<file path="config.mk">
export PLATFORM = sky130hd
export DESIGN_NAME = mem_arbiter
export DESIGN_NICKNAME = d
export VERILOG_FILES = /design/src/rtl/mem_arbiter.sv
export SDC_FILE = /design/constraint.sdc
export NUM_CORES = 1
export LEC_CHECK = 0
export CORE_AREA = 4 4 291 293
export DETAILED_ROUTE_END_ITERATION = 6
export DIE_AREA = 0 0 295 297
export GPL_ROUTABILITY_DRIVEN = 0
export PLACE_DENSITY_LB_ADDON = 0.12
export SYNTH_ARGS = -nofsm -noshare
export SYNTH_HDL_FRONTEND = slang
export SYNTH_SLANG_ARGS = --single-unit
</file>
<file path="constraint.sdc">
create_clock -name clk -period 2.35 [get_ports clk]
set_clock_uncertainty 0.15 [all_clocks]
set_input_delay 0.47 -clock clk [delete_from_list [all_inputs] [get_ports clk]]
set_output_delay 0.47 -clock clk [all_outputs]
set_load 0.02 [all_outputs]
</file>
<file path="src/rtl/mem_arbiter.sv">
// -----------------------------------------------------------------------------
// mem_arbiter
//   Shares one memory/refill port between the instruction cache and the data
//   cache. Request pulses are captured into one pending slot per requester and
//   issued to memory one at a time. Each memory response goes back to its owner
//   as a one-cycle ready pulse with data.
//
//   Optional feature macro: MEM_ARB_RR_EN
//     defined   : round-robin between the two caches when both are pending
//     undefined : fixed priority, the Dcache always wins
//
// Ports
//   clk, rst_n                       clock, asynchronous active-low reset
//   ic_valid_req_i, ic_addr_i        Icache request pulse and block address
//   ic_ready_o, ic_data_o            Icache response pulse and refill line
//   dc_valid_req_i, dc_we_i,
//   dc_addr_i, dc_wdata_i            Dcache request pulse, write flag, address, line
//   dc_ready_o, dc_rdata_o           Dcache response pulse and read line
//   mem_valid_req_o, mem_we_o,
//   mem_addr_o, mem_wdata_o          memory request pulse and held request fields
//   mem_ready_i, mem_rdata_i         memory response pulse and read line
// -----------------------------------------------------------------------------
module mem_arbiter #(
  parameter int ADDR_W = 32,
  parameter int DATA_W = 128
) (
  input  logic              clk,
  input  logic              rst_n,
  input  logic              ic_valid_req_i,
  input  logic [ADDR_W-1:0] ic_addr_i,
  output logic              ic_ready_o,
  output logic [DATA_W-1:0] ic_data_o,
  input  logic              dc_valid_req_i,
  input  logic              dc_we_i,
  input  logic [ADDR_W-1:0] dc_addr_i,
  input  logic [DATA_W-1:0] dc_wdata_i,
  output logic              dc_ready_o,
  output logic [DATA_W-1:0] dc_rdata_o,
  output logic              mem_valid_req_o,
  output logic              mem_we_o,
  output logic [ADDR_W-1:0] mem_addr_o,
  output logic [DATA_W-1:0] mem_wdata_o,
  input  logic              mem_ready_i,
  input  logic [DATA_W-1:0] mem_rdata_i
);

  typedef enum logic [1:0] {IDLE, WAIT_IC, WAIT_DC} state_t;

  state_t            state;
  logic              drop;          // in-flight Icache response is stale
  logic              ic_pend;
  logic [ADDR_W-1:0] ic_slot_addr;
  logic              dc_pend;
  logic              dc_slot_we;
  logic [ADDR_W-1:0] dc_slot_addr;
  logic [DATA_W-1:0] dc_slot_wdata;
`ifdef MEM_ARB_RR_EN
  logic              last_dc;       // 1: last grant went to the Dcache
`endif

  logic              dc_take;
  logic              ic_eff;
  logic              dc_eff;
  logic              grant_ic;
  logic              grant_dc;
  logic [ADDR_W-1:0] ic_eff_addr;
  logic              dc_eff_we;
  logic [ADDR_W-1:0] dc_eff_addr;
  logic [DATA_W-1:0] dc_eff_wdata;

  always_comb begin
    // NOTE: every combinational output gets a default first so no latch is inferred.
    dc_take      = 1'b0;
    ic_eff       = 1'b0;
    dc_eff       = 1'b0;
    grant_ic     = 1'b0;
    grant_dc     = 1'b0;
    ic_eff_addr  = ic_slot_addr;
    dc_eff_we    = dc_slot_we;
    dc_eff_addr  = dc_slot_addr;
    dc_eff_wdata = dc_slot_wdata;

    // A Dcache pulse is a protocol violation while one of its requests is
    // pending or in flight, except in the cycle its response arrives.
    dc_take = dc_valid_req_i && !dc_pend && !((state == WAIT_DC) && !mem_ready_i);

    // An incoming pulse is arbitrable in the cycle it arrives.
    ic_eff = ic_pend || ic_valid_req_i;
    dc_eff = dc_pend || dc_take;
    if (ic_valid_req_i) ic_eff_addr = ic_addr_i;
    if (dc_take) begin
      dc_eff_we    = dc_we_i;
      dc_eff_addr  = dc_addr_i;
      dc_eff_wdata = dc_wdata_i;
    end

    if (state == IDLE) begin
`ifdef MEM_ARB_RR_EN
      grant_dc = dc_eff && (!ic_eff || !last_dc);
`else
      grant_dc = dc_eff;
`endif
      grant_ic = ic_eff && !grant_dc;
    end
  end

  always_ff @(posedge clk or negedge rst_n) begin
    if (!rst_n) begin
      // NOTE: the wide slot and output registers are reset too, since every
      // output must read 0 straight out of reset.
      state           <= IDLE;
      drop            <= 1'b0;
      ic_pend         <= 1'b0;
      ic_slot_addr    <= '0;
      dc_pend         <= 1'b0;
      dc_slot_we      <= 1'b0;
      dc_slot_addr    <= '0;
      dc_slot_wdata   <= '0;
      ic_ready_o      <= 1'b0;
      ic_data_o       <= '0;
      dc_ready_o      <= 1'b0;
      dc_rdata_o      <= '0;
      mem_valid_req_o <= 1'b0;
      mem_we_o        <= 1'b0;
      mem_addr_o      <= '0;
      mem_wdata_o     <= '0;
`ifdef MEM_ARB_RR_EN
      last_dc         <= 1'b0;
`endif
    end else begin
      // NOTE: non-blocking assignments keep every register update in this
      // block ordered as if all happened together at the clock edge.
      ic_ready_o      <= 1'b0;
      dc_ready_o      <= 1'b0;
      mem_valid_req_o <= 1'b0;

      // Icache slot: a new pulse overwrites any pending address (latest wins).
      if (grant_ic) begin
        ic_pend <= 1'b0;
      end else if (ic_valid_req_i) begin
        ic_pend      <= 1'b1;
        ic_slot_addr <= ic_addr_i;
      end

      if (grant_dc) begin
        dc_pend <= 1'b0;
      end else if (dc_take) begin
        dc_pend       <= 1'b1;
        dc_slot_we    <= dc_we_i;
        dc_slot_addr  <= dc_addr_i;
        dc_slot_wdata <= dc_wdata_i;
      end

      unique case (state)
        IDLE: begin
          if (grant_dc) begin
            mem_valid_req_o <= 1'b1;
            mem_we_o        <= dc_eff_we;
            mem_addr_o      <= dc_eff_addr;
            mem_wdata_o     <= dc_eff_wdata;
            state           <= WAIT_DC;
`ifdef MEM_ARB_RR_EN
            last_dc         <= 1'b1;
`endif
          end else if (grant_ic) begin
            mem_valid_req_o <= 1'b1;
            mem_we_o        <= 1'b0;
            mem_addr_o      <= ic_eff_addr;
            mem_wdata_o     <= '0;
            state           <= WAIT_IC;
`ifdef MEM_ARB_RR_EN
            last_dc         <= 1'b0;
`endif
          end
        end
        WAIT_IC: begin
          if (mem_ready_i) begin
            if (!drop) begin
              ic_ready_o <= 1'b1;
              ic_data_o  <= mem_rdata_i;
            end
            drop  <= 1'b0;
            state <= IDLE;
          end else if (ic_valid_req_i) begin
            // Redirect: the in-flight line is no longer wanted.
            drop <= 1'b1;
          end
        end
        WAIT_DC: begin
          if (mem_ready_i) begin
            dc_ready_o <= 1'b1;
            if (!mem_we_o) dc_rdata_o <= mem_rdata_i;
            state <= IDLE;
          end
        end
        default: state <= IDLE;
      endcase
    end
  end

endmodule

</file>
==> impl_metrics.py, run 1 <==
metrics = {
    "status": {
        "status": "completed",
    },
    "logic_synthesis": {
        "yosysTopAreaCell": "dfrtp_1",
        "synth_cell_types": 28,
        "synth.yosys.warnings": 0,
        "avgSynthCellArea_um2": 12.9,
        "postSynthCellCount": 2000,
        "synth_fp_nets": 2329,
        "ys_seq_elements": 618,
        "syn_area_um2": 25800,
        "yosysSeqAreaShare_pct": 60.0,
        "yosys.area.top_type_share_pct": 60.0,
        "synthTopCellsByArea": "dfrtp_1, mux2i_1, mux2_2",
    },
    "global_routing": {
        "grt_overflow_total": 0,
        "grt_pass1_wl_um": 135000,
        "grtUsageTotal_pct": 20.3,
        "grt_max_degree": 92,
        "antenna_found_initial": 19,
        "grt_pass1_vias": 20096,
    },
    "timing": {
        "worst_slew_pin_slew_ns": 0.538,
        "max_freq_mhz": 435,
        "slew_violations": 0,
        "setup_viol": 0,
        "relSlewSlack_pct": 64.1,
        "finalSetupTns_ns": 0,
        "finalHoldViolCount": 0,
        "final.min_clock_period_ns": 2.30,
        "hold_ws_ns": 0.207,
        "finalCritPeriodShare_pct": 97.9,
        "rsz0062_at_grt": "false",
    },
    "clock_tree": {
        "worstSkewPairLatency_ns": 0.60,
        "cts.sinks": 618,
        "clk_pin_slew_ns": 0.06,
        "cts_setup_buffers": 0,
        "cts_buffers": 72,
        "cts-htree-levels": 3,
        "ctsLongestPathBuffers": 3,
        "cts_tree": "done",
        "clockRootBuffer": "clkbuf_16",
    },
    "die": {
        "die_w_um": 295,
        "pin_count": 746,
        "die_h_um": 297,
        "initial_core_util_pct": 31.5,
        "die-area_um2": 87600,
        "core_area_um2": 81800,
        "rows": 105,
    },
    "pwr": {
        "ir_worst_vdd_v": 0.000723,
        "power_switching_mw": 20.5,
        "p_comb_share_pct": 46.4,
        "p_int_mw": 35.0,
        "p_leak_nw": 17.7,
        "sw_frac_of_total_pct": 37.0,
        "powerDensity_nw_per_um2": 1470,
        "seq_power_share_pct": 33.1,
        "clockPowerShare_pct": 20.4,
    },
    "drt": {
        "drt-initial-drc-count": 763,
        "dr.pass1.iters": 4,
        "ant_nets": 0,
        "drc": 0,
        "wl_per_cell_um": 23.0,
        "avgViaCountPerCell": 4.73,
        "vias": 18662,
        "detail_route.wirelength_um": 90700,
    },
    "place": {
        "dp.cells": 3805,
        "io_buffers": 745,
        "hpwlAfterDp_um": 68600,
    },
    "worst_setup_path": {
        "worst-endpoint-required_ns": 1.73,
        "worstSetupPathType": "reg2out",
        "cpLargestDelayFamily": "buffers and inverters",
        "critPathMaxFanout": 2,
        "crit_chain": "clkdlybuf4s50_1",
        "cp-end-kind": "output pin",
        "cp_num_buf_inv": 1,
        "crit_path_top_delay_cell": "clkdlybuf4s50_1",
        "arrival_ns": 1.68,
        "critPathLaunchType": "flip-flop",
        "slowest_delay_ns": 0.72,
    },
    "finish": {
        "final_cell_count_no_fill": 3946,
        "fin_util_pct": 46.3,
        "drive_above_1_share_pct": 16.5,
        "nFillCells": 7443,
        "syn2layout_area_growth_pct": 46.8,
        "num-nets-final": 3139,
    },
    "worst_hold_path": {
        "hold_path.class": "in2async",
    },
    "run": {
        "maxCapViolCount": 0,
    },
}
## synth_stat cells
cell type    n
dfrtp_1    618
nand2_1    518
mux2i_1    322
mux2_2     231
mux2_1      90
buf_2       70
o221ai_1    32
o32a_1      32
clkbuf_1    29
buf_6       18
buf_4       11
a21oi_1      5
ha_1         3
inv_1        3
nor2_1       3
buf_1        2
nand2b_1     2
a21bo_1      1
a21oi_2      1
and2_1       1
nand2b_4     1
nand3b_1     1
nor2_4       1
nor2b_1      1
o21ba_2      1
o22ai_1      1
or2_1        1
or2_2        1
## what timing repair did
item / 4_1_cts / 5_1_grt
cloned: 0 / 0
endpoints found under the setup margin: 22 / 4
resized for setup: 22 / 4
hold buffers: 1 / 0
hold endpoints to repair: 55 / 0
## cell usage in the layout (no fill, tap or decap), types with 2 or more instances in the layout
cell type	count
diode_2	12
buf_4	67
nand2b_4	3
dlymetal6s2s_1	4
mux2_1	90
dlygate4sd2_1	22
clkdlybuf4s50_1	718
mux2_2	231
clkinv_8	3
bufinv_16	4
ha_1	2
inv_1	2
dfrtp_1	618
nand2_1	517
clkbuf_16	74
nor2_1	3
clkinv_2	7
clkinvlp_4	3
clkbuf_8	16
o32a_1	32
mux2i_1	322
buf_12	53
clkbuf_1	18
a21oi_1	5
o221ai_1	32
## path summary, 6_finish.rpt
path / startpoint / to / slack, ns / cells after the start
max reg2reg: state[0] / mem_wdata_o[38] / 0.17 / 9
max in group asynchronous: rst_n / ic_data_o[49] / 0.97 / 3
min in group clk: mem_rdata_i[66] / ic_data_o[66] / 0.27 / 3
max: dc_rdata_o[49] / dc_rdata_o[49] / 0.05 / 1
min reg2reg: ic_data_o[13] / ic_data_o[13] / 0.32 / 2
min: rst_n / dc_rdata_o[112] / 0.21 / 2
## state kept, by name (all words and copies together), names as in the netlist
name,count
mem_addr_o,32
dc_pend,1
dc_ready_o,1
drop,1
state,2
mem_valid_req_o,1
dc_rdata_o,128
ic_data_o,128
ic_pend,1
dc_slot_wdata,128
mem_wdata_o,128
ic_slot_addr,32
dc_slot_addr,32
dc_slot_we,1
mem_we_o,1
ic_ready_o,1
## final cells by class
type / instances / area, um^2 / share of cell area [%]
sequential: 618 / 15500 / 40.8
tap: 1070 / 1340 / 3.54
clock buffer: 108 / 2140 / 5.65
inverter: 3 / 13.8 / 0.0364
timing repair buffer: 866 / 9020 / 23.8
antenna: 12 / 30.0 / 0.0793
multi-input combinational: 1249 / 9590 / 25.3
clock inverter: 20 / 264 / 0.697
## per-stage QoR
| stage | power (mW) | cell area [um^2] | setup slack (ns) |
|---|---|---|---|
| floorplan | 32.1 | 25800 | 0.394 |
| global placement | 44.3 | 35400 | -0.105 |
| detailed placement | 44.9 | 35400 | -0.131 |
| CTS | 56.4 | 37800 | 0.00231 |
| global route | 58.7 | 37800 | 0.00103 |
| finish | 55.5 | 37900 | 0.0503 |
## kinds of logic (layout without fill, tap and decap cells)
| group | count (synthesis) | in the layout | synth area share, % |
|---|---|---|---|
| multiplexers | 643 | 643 | 26.5 |
| flip-flops | 618 | 618 | 60.0 |
| AO/OA/AOI/OAI | 73 | 73 | 2.56 |
| adder cells (fa/ha/maj) | 3 | 3 | 0.146 |
| other | 0 | 12 | 0 |
| buffers and inverters | 133 | 997 | 2.96 |
| AND/OR/NAND/NOR | 530 | 530 | 7.85 |
## layer usage
layer / up-vias / global-route usage, % / part of all wire (%)
met1: 9416 / 23.7 / 39
met2: 547 / 35.4 / 50
met3: 155 / 5.70 / 7.1
met5: - / 0 / 0.11
met4: 16 / 7.49 / 3.6
li1: 8528 / - / -
## power groups by stage
stage | sequential [mW] | clock, mW | combinational (mW)
floorplan | 22.0 | 0 | 10.1
global placement | 18.4 | 0 | 25.9
detailed placement | 18.6 | 0 | 26.3
CTS | 18.4 | 11.7 | 26.2
global route | 19.0 | 12.1 | 27.5
finish | 18.4 | 11.3 | 25.8
No activity file was read; power rests on OpenSTA's default activity.
==> inputs of run 2 (changes only) <==
--- a/config.mk
+++ b/config.mk
@@ -6,6 +6,7 @@
 export NUM_CORES = 1
 export LEC_CHECK = 0
 export CORE_AREA = 4 4 291 293
+export CTS_CLUSTER_SIZE = 10
 export DETAILED_ROUTE_END_ITERATION = 6
 export DIE_AREA = 0 0 295 297
 export GPL_ROUTABILITY_DRIVEN = 0
==> run 2 against run 1 <==
Net effect:
- power fell by 1.1%
- fmax fell by 0.45%
- clock power fell by 5%
- first-iteration DRC count fell by 17%
- utilization fell by 0.22 points
- cell count fell by 0.38%
- register-to-register slack improved by 0.03 ns
- routed wire length barely moved
- count of clock-buffer cells in the layout fell by 10
- hold slack got worse by 0.0061 ns
- combinational power barely moved
- sequential power barely moved
- critical path type unchanged
- largest power group unchanged
==> impl_metrics.py, run 2 (same netlist as run 1, synthesis figures left out) <==
metrics = {
    "status": {
        "status": "completed",
    },
    "worst_setup_path": {
        "critPathMaxFanout": 2,
        "slowest_delay_ns": 0.73,
        "arrival_ns": 1.69,
        "worstSetupPathType": "reg2out",
        "r2r-end": "mem_wdata_o[42]",
        "path_depth": 1,
        "crit_path_top_delay_cell": "clkdlybuf4s50_1",
        "cp_num_buf_inv": 1,
        "worst-endpoint-required_ns": 1.73,
        "cp-end-kind": "output pin",
        "crit_chain": "clkdlybuf4s50_1",
        "regToRegSetupSlack_ns": 0.20,
        "reg2reg_depth": 9,
        "cpLargestDelayFamily": "buffers and inverters",
        "critPathLaunchType": "flip-flop",
        "r2r-start": "state[0]",
    },
    "timing": {
        "setup_viol": 0,
        "final.min_clock_period_ns": 2.31,
        "finalCritPeriodShare_pct": 98.3,
        "finalSetupTns_ns": 0,
        "max_freq_mhz": 433,
        "hold_ws_ns": 0.201,
        "relSlewSlack_pct": 62.3,
        "setup_slack_ns": 0.0399,
        "slew_violations": 0,
        "rsz0062_at_grt": "false",
        "finalHoldViolCount": 0,
        "worst_slew_pin_slew_ns": 0.566,
    },
    "drt": {
        "vias": 18692,
        "dr.pass1.iters": 5,
        "ant_nets": 0,
        "avgViaCountPerCell": 4.76,
        "detail_route.wirelength_um": 90700,
        "drt-initial-drc-count": 636,
        "wl_per_cell_um": 23.1,
        "drc": 0,
    },
    "clock_tree": {
        "cts.sinks": 618,
        "cts_buffers": 76,
        "cts_setup_buffers": 0,
        "cts_tree": "done",
        "cts-htree-levels": 3,
        "worstSkewPairLatency_ns": 0.60,
        "ctsLongestPathBuffers": 3,
        "clockRootBuffer": "clkbuf_16",
        "clk_pin_slew_ns": 0.05,
    },
    "finish": {
        "drive_above_1_share_pct": 16.0,
        "fin_util_pct": 46.0,
        "final_cell_mix": "clkdlybuf4s50_1, dfrtp_1, nand2_1",
        "num-nets-final": 3143,
        "syn2layout_area_growth_pct": 46.1,
        "layout.cells.most_common": "clkdlybuf4s50_1",
        "finalInstanceArea_um2": 37700,
        "final_cell_count_no_fill": 3931,
    },
    "pwr": {
        "power_switching_mw": 20.5,
        "p_leak_nw": 17.6,
        "power.total_mw": 54.9,
        "clockPowerShare_pct": 19.5,
        "seq_power_share_pct": 33.5,
        "p_comb_share_pct": 46.9,
        "ir_worst_vdd_v": 0.000634,
        "sw_frac_of_total_pct": 37.3,
        "powerDensity_nw_per_um2": 1460,
        "p_int_mw": 34.4,
    },
    "global_routing": {
        "antenna_found_initial": 22,
        "grt_pass1_vias": 20107,
        "grt_pass1_wl_um": 135000,
        "grtUsageTotal_pct": 20.3,
        "grt_max_degree": 92,
        "grt_overflow_total": 0,
    },
    "die": {
        "core_area_um2": 81800,
        "die_w_um": 295,
        "pin_count": 746,
        "die-area_um2": 87600,
        "rows": 105,
        "initial_core_util_pct": 31.5,
        "die_h_um": 297,
    },
    "worst_hold_path": {
        "hold_path.class": "in2async",
    },
    "run": {
        "maxCapViolCount": 0,
    },
    "place": {
        "io_buffers": 745,
        "hpwlAfterDp_um": 68600,
        "placed_area_um2": 35400,
        "dp.cells": 3805,
        "pre_cts_slack_ns": -0.131,
    },
}
[run 2: cell types whose count changed in the layout (fill, tap and decap cells not counted), moves of 2 or more]
cell        delta
clkbuf_8      -12
clkbuf_16      +3
bufinv_16      -3
clkinvlp_4     -2
clkinv_16      +2
[run 2: worst reg2reg max path: cells and delay by family, from the launching register on]
family	cells	cell delay, ns
muxes	2	0.36
DFF	1	0.40
buffers and inverters	4	0.70
adders and majority gates	1	0.22
and+or+nand+nor	2	0.22
[run 2: power groups by stage]
stage | registers, mW | clock network [mW] | logic (mW)
finish | 18.4 | 10.7 | 25.8
global route | 19.0 | 11.5 | 27.5
CTS | 18.4 | 11.1 | 26.2
detailed placement | 18.6 | 0 | 26.3
global placement | 18.4 | 0 | 25.9
floorplan | 22.0 | 0 | 10.1
[run 2: repair_timing]
item,in CTS,in global routing
resized for setup,23,3
endpoints found under the hold margin,50,0
hold buffers,1,0
endpoints found under the setup margin,23,3
[run 2: worst max path at each step]
| stage | start | to | slack, ns |
|---|---|---|---|
| floorplan | state[0] | dc_slot_addr[0] | 0.39 |
| CTS | mem_wdata_o[85] | mem_wdata_o[85] | 0.005 |
| global placement | mem_ready_i | mem_wdata_o[89] | -0.10 |
| global route | dc_rdata_o[109] | dc_rdata_o[109] | 0.0008 |
| detailed placement | mem_ready_i | mem_wdata_o[112] | -0.13 |
| finish | ic_data_o[77] | ic_data_o[77] | 0.04 |
[run 2: routing by layer]
layer  GRT usage, %  up-vias  wire length [um]
met3           6.03      125              6870
li1               -     8528                 -
met5              0        -               128
met1           23.4     9467             34900
met2           35.8      552             46200
met4           6.84       20              2610
[run 2: area by class of cell]
type | count | area, um^2
Clock buffer | 98 | 2050
Multi-Input combinational cell | 1249 | 9590
Antenna cell | 13 | 32.5
Tap cell | 1070 | 1340
Timing Repair Buffer | 866 | 9010
Inverter | 3 | 13.8
Clock inverter | 14 | 178
Sequential cell | 618 | 15500
Fill cell | 7454 | 44200
==> inputs of run 3 (changes only) <==
--- a/config.mk
+++ b/config.mk
@@ -14,3 +14,4 @@
 export SYNTH_ARGS = -nofsm -noshare
 export SYNTH_HDL_FRONTEND = slang
 export SYNTH_SLANG_ARGS = --single-unit
+export TNS_END_PERCENT = 5
==> results of run 3 <==
Final layout, timing and power as in run 2 (identical DEF).
